File: src/rtl/inst_queue_pkg.sv
// Shared types for the fetch-to-decode instruction queue: the predicted
// packet layout and the default queue geometry.
package inst_queue_pkg;

  localparam int IQ_DEPTH    = 16;
  localparam int IQ_PTR_BITS = $clog2(IQ_DEPTH) + 1;

  typedef struct packed {
    logic [31:0] pc;
    logic [31:0] inst;
    logic [63:0] order;
    logic [31:0] target_pc;
    logic [9:0]  gshare_index;
    logic [1:0]  gshare_state;
    logic        pred_taken;
  } br_pred_t;

endpackage

File: src/rtl/inst_queue.sv
// Circular FIFO of predicted fetch packets between the branch predictor and
// decode. Head entry is read combinationally; flush empties the queue.
module inst_queue
  import inst_queue_pkg::*;
#(
  parameter int DEPTH = IQ_DEPTH
) (
  input  logic                   clk,
  input  logic                   rst,
  input  logic                   flush,
  input  logic                   enq_valid,
  input  br_pred_t               enq_data,
  output logic                   enq_space,
  output logic                   deq_valid,
  output br_pred_t               deq_data,
  input  logic                   deq_ready,
  output logic [$clog2(DEPTH):0] count
);

  localparam int IDX_W = $clog2(DEPTH);
  localparam int PTR_W = IDX_W + 1;

  logic [PTR_W-1:0] wptr_q, wptr_d;
  logic [PTR_W-1:0] rptr_q, rptr_d;
  br_pred_t         mem_q [DEPTH];
  logic             empty_s, full_s, enq_fire_s, deq_fire_s;

  // The MSB of each pointer is a wrap bit, so equal indices mean full or empty.
  always_comb begin
    empty_s    = (wptr_q == rptr_q);
    full_s     = (wptr_q[IDX_W-1:0] == rptr_q[IDX_W-1:0]) &&
                 (wptr_q[IDX_W] != rptr_q[IDX_W]);
    enq_fire_s = enq_valid && !full_s;
    deq_fire_s = deq_ready && !empty_s;
    wptr_d     = wptr_q;
    rptr_d     = rptr_q;
    if (flush) begin
      wptr_d = '0;
      rptr_d = '0;
    end else begin
      if (enq_fire_s) wptr_d = wptr_q + PTR_W'(1);
      if (deq_fire_s) rptr_d = rptr_q + PTR_W'(1);
    end
  end

  always_ff @(posedge clk) begin
    if (rst) begin
      wptr_q <= '0;
      rptr_q <= '0;
    end else begin
      wptr_q <= wptr_d;
      rptr_q <= rptr_d;
    end
  end

  always_ff @(posedge clk) begin
    if (!rst && !flush && enq_fire_s) mem_q[wptr_q[IDX_W-1:0]] <= enq_data;
  end

  // Head is driven to zero when empty so decode never sees stale storage.
  always_comb begin
    deq_data = '0;
    if (!empty_s) deq_data = mem_q[rptr_q[IDX_W-1:0]];
  end

  assign enq_space = !full_s;
  assign deq_valid = !empty_s;
  assign count     = wptr_q - rptr_q;

endmodule

File: config.mk
export PLATFORM = sky130hd
export DESIGN_NAME = inst_queue
export DESIGN_NICKNAME = d
export VERILOG_FILES = /design/src/rtl/inst_queue_pkg.sv /design/src/rtl/inst_queue.sv
export SDC_FILE = /design/constraint.sdc
export NUM_CORES = 2
export LEC_CHECK = 0
export CAP_MARGIN = 10
export CORE_ASPECT_RATIO = 1.2
export CORE_MARGIN = 3
export CORE_UTILIZATION = 45
export DETAILED_ROUTE_END_ITERATION = 6
export HOLD_SLACK_MARGIN = 0.1
export RECOVER_POWER = 50
export SYNTH_ARGS = -nofsm -noshare
export SYNTH_HDL_FRONTEND = slang
export SYNTH_SLANG_ARGS = --single-unit
File: constraint.sdc
create_clock -name clk -period 17.62 [get_ports clk]
set_input_delay 2.643 -clock clk [delete_from_list [all_inputs] [get_ports clk]]
set_output_delay 2.643 -clock clk [all_outputs]
set_load 0.01 [all_outputs]
---- Word level (Yosys, flattened, before mapping) ----
Memory sizes are Yosys's and may differ from the RTL's. A register that Yosys moved wholly into a read port is not among the register bits.
Index checks and enable logic that the tools add are counted.
cells by class
  muxes and demuxes ....................... 5
  add/subtract/negate cells ............... 3
  reductions and logical operators ........ 10
  eq/ne operators ......................... 3
operators with widths
  cell                   count
  $mux W173              1
  $add A5 B1 Y5 const B  2
  $mux W4                2
  $eq A5 B5 Y1           1
  $logic_and A1 B1 Y1    5
  $sub A5 B5 Y5          1
  $eq A4 B4 Y1           1
  $logic_not A1 Y1       4
  $mux W1                2
  $reduce_or A2 Y1       1
  $ne A1 B1 Y1           1
storage, ports and cells
  memories kept ........................... 1
  output and inout bits ................... 180
  flip-flop bits (word level) ............. 10
  RAM bits ................................ 2,768
memories
  memory  depth  bits a word  rd ports  clocked after memory_dff  wr ports  line              RTL
  mem_q   16     173          1         1                         1         inst_queue.sv:25  br_pred_t mem_q [DEPTH];

---- Depth between registers and ports, before layout ----
  depth after elaboration ................. 7
  gate-level depth with buffers ........... 8

---- Least setup slack after synthesis ----
OpenSTA, ideal clock, no wires.
  path type ............................... input to register
  from .................................... input port enq_valid
  to ...................................... memory mem_q[3][0] (netlist bit) (enable)
  arrival time ............................ 14.898 ns
  cell stages on the path ................. 3
  setup slack ............................. 1.805 ns
  library setup time ...................... 0.917 ns
  cell sequence ........................... a21boi_1 nand3_1 nor3_1
between the ends
  word-level cells in the longest chain between the ends .. 4
RTL lines
  element                        line              RTL
  from (decl)                    inst_queue.sv:11  input logic enq_valid,
  $logic_and A1 B1 Y1            inst_queue.sv:33  enq_fire_s = enq_valid && !full_s;
  $logic_and A1 B1 Y1            inst_queue.sv:57  if (!rst && !flush && enq_fire_s) mem_q[wptr_q[IDX_W-1:0]] <= enq_data;
  $mux W1                        inst_queue.sv:57
  $mux W1 (not written as such)  inst_queue.sv:57
  to (decl)                      inst_queue.sv:25
No other way between the ends.

==> results.md <==
* DP HPWL at roughly 120 mm
* Post-Route Utilization at 51.9%
* DRT Wirelength at 246 mm
* CP dominant cell by count: clkbuf_1
* Worst-path maximum fanout at 47
* Largest net degree at the start of global routing at 135
* Maxcap violations at 8
* YS warnings at 0
* Clock share of power at between 40% and 50%
* Initial antenna violation count at 73
* # resized after CTS at 0
* Clk sinks at 2,782
* Critical Path, Cell by Cell: ha_1, nand4_1, nor2_4, clkbuf_1, clkbuf_1, a211oi_1, clkdlybuf4s50_1
* Status: complete, but fails checks
* Routed vias/inst at slightly below 6
* WS Path Type: register to output pin
* Synth top area cells: edfxtp_1, mux4_2, mux2i_1, a211oi_1, nor2b_1
* Power share of the sequential group at 55.1%
* Unrepaired setup endpoints after global routing: false
* Reg2Reg Setup Slack at 10.62 ns
* Cell Area, Synth at 0.107 sq mm
* Register area share after synthesis at 78.3%
* Placed cell count at 7,876
* Core Region at 0.235 sq mm
* Setup ws final at 6.67 ns
* Fmax at 0.0913 GHz
* Crit-path max cell delay at ~2.5 ns
* Tmin final at 10.95 ns
* Mapped Nets at 4,720
* Total gr overflow at 0
* TritonCTS clock tree: built
* First-pass GRT wire length at 363 mm
* Die W at 450 um
* Failing checks: capacitance limit, slew limit
* DR DRC count at 0
* PD cells at between 100 and 150 mW/mm^2
* Most frequent cells in the layout: edfxtp_1, mux4_2, clkbuf_16
* Initial DRC Count at 4,072
* I/O pins at 358
* Final setup viols at 0
* Clock Latency Late Sink at roughly 0.84 ns
* Clk_skew at 0.0256 ns
* Worst rel slew slack at -135%
* GRT Util Overall at 20.3%
* Leakage at roughly 36 nW
* Reg clk slew, reported paths at 0.06 ns
* Hold WC Path Type: register to register
* Async SR Flop Fraction at 0%
* Cells after Synth at 4,532
* Final cell count without fillers at 8,390
* Share of cells above drive strength 1 at 23.3%
* Post-CTS Hold Buffers at 0
* Worst EP arrival at 8.30 ns
* Cell variety after synth at 39
* Postcts setup bufs at 0
* Slew @ Worst Pin at 3.52 ns
* # rows at ~200
* Post-place setup slack at 9.71 ns
* Period utilisation layout at 62.1%
* Top cell type's share of synthesized area at 78.0%
* Seq cells post-synth at 2,782
* Setup TNS at 0 ns
* Post-synth EDFFs at 2,768
* Clock Path Buffers at 4
* Count of pins over their slew limit at 213
* GPL Wtd Cong at 0.712
* NumNets Final at approximately 5,200
* Area added between synthesis and finish at 14.7%
* Total CTS buffers at 284
* Power share of the combinational group at 2.5%
* Final ANT Viol Nets at 0
* Top FF cell, synth: edfxtp_1
* Largest area contributor in the synthesized netlist: edfxtp_1
* Drt first pass iters at 5
* Avg WL per Cell at slightly below 30 um
* Die area at 0.243 sq mm
* Most common cell after layout, fill and taps aside: edfxtp_1
* VDD IR max at 0.0000754 V
* Int Pwr at ~11 mW
* CTS root buf: clkbuf_16
* CP Launch Type: register
* Slowest CP cell: clkbuf_1
* Mean post-synth cell area at 23.5 sq um
* Vias at 48,800
* H-Tree Depth at 5
* Critical Path End Type: output pin
* WP data required at 14.98 ns
* Final hold vios at 0
* Net switching power at 2.61 mW
* Vias in the first global route at 51,700
* Initial cell density of the core at a little under half
* Sw frac at ~20%
* DIE HEIGHT at roughly 540 um
* Port bufs at ~360
==> registers in the layout, indices dropped and copies added, names as in the netlist, named ones only <==
register	cells
mem_q	2768
rptr_q	5
wptr_q	5
==> power groups by stage <==
stage                     sequential, mW  combinational (mW)  clock, mW
after floorplan                     7.45               0.122          0
after global placement              7.44               0.332          0
after detailed placement            7.44               0.339          0
after CTS                           7.30               0.341       5.79
after global routing                7.29               0.355       6.06
final                               7.30               0.325       5.63
==> Yosys cell counts (2+ instances only) <==
library cell,n
o211ai_1,4
nand2b_1,4
o21ai_1,32
xor2_1,5
nor2_1,23
a211oi_1,228
inv_1,8
buf_2,102
ha_1,9
clkbuf_1,88
buf_6,34
a21o_1,2
nand3_1,5
nor2b_1,115
mux2_2,59
dfxtp_1,14
edfxtp_1,2768
a21oi_1,66
o21ai_0,28
buf_1,9
mux4_2,690
nand4_1,4
buf_4,33
nand2_1,4
nor3_1,4
xnor2_1,7
mux2i_1,175
==> critical path, delay by kind of cell (launching register included) <==
family	cells	cell delay (ns)
AOI/OAI and AO/OA	1	0.64
adders and majority gates	1	0.30
buffers and inverters	3	5.43
DFF	1	0.61
and+or+nand+nor	2	0.44
==> path summary, 6_finish.rpt <==
check | end | from | cells after the start
setup / recovery | deq_data[24] | wptr_q[2] | 7
hold / removal | rptr_q[1] | rptr_q[1] | 2
setup reg to reg | register | wptr_q[2] | 7
hold reg to reg | rptr_q[1] | rptr_q[1] | 2
==> logic make-up (layout without fill, tap and decap cells) <==
family          Yosys count  count (layout)  share of synthesized area [%]
fa+ha+maj                10              10                          0.125
buf+inv                 275             954                           1.46
xor+xnor                 12              12                         0.0987
mux                     924             924                           16.9
compound gates          365             365                           2.28
flops                  2782            2782                           78.3
simple gates            164             164                          0.892
other cells               0              27                              0
==> metrics by stage <==
stage / hold slack (ns) / total power, mW / cell area [sq um]
after floorplan: 0.488 / 7.57 / 107000
after global placement: 0.519 / 7.77 / 114000
after detailed placement: 0.523 / 7.78 / 114000
after CTS: 0.533 / 13.4 / 122000
after global routing: 0.569 / 13.7 / 122000
final: 0.540 / 13.3 / 122000
==> cell type report <==
| type | instances | area, sq um |
|---|---|---|
| fillers | 18300 | 113000 |
| flip-flops and latches | 2782 | 83400 |
| diodes | 27 | 67.6 |
| well taps | 3152 | 3940 |
| clock inverters | 133 | 1050 |
| multi-input cells | 1475 | 21700 |
| repair buffers | 459 | 4500 |
| inverters | 8 | 30.0 |
| clock buffers | 354 | 7520 |
==> layer usage <==
| metal | vias up | wire length, um | GRT usage [%] |
|---|---|---|---|
| met4 | 20 | 5240 | 5.12 |
| met2 | 1367 | 125000 | 34.2 |
| met3 | 385 | 13800 | 3.57 |
| li1 | 20400 | - | - |
| met5 | - | 114 | 0 |
| met1 | 26600 | 102000 | 27.6 |
Power figures use the tool's default switching activity.
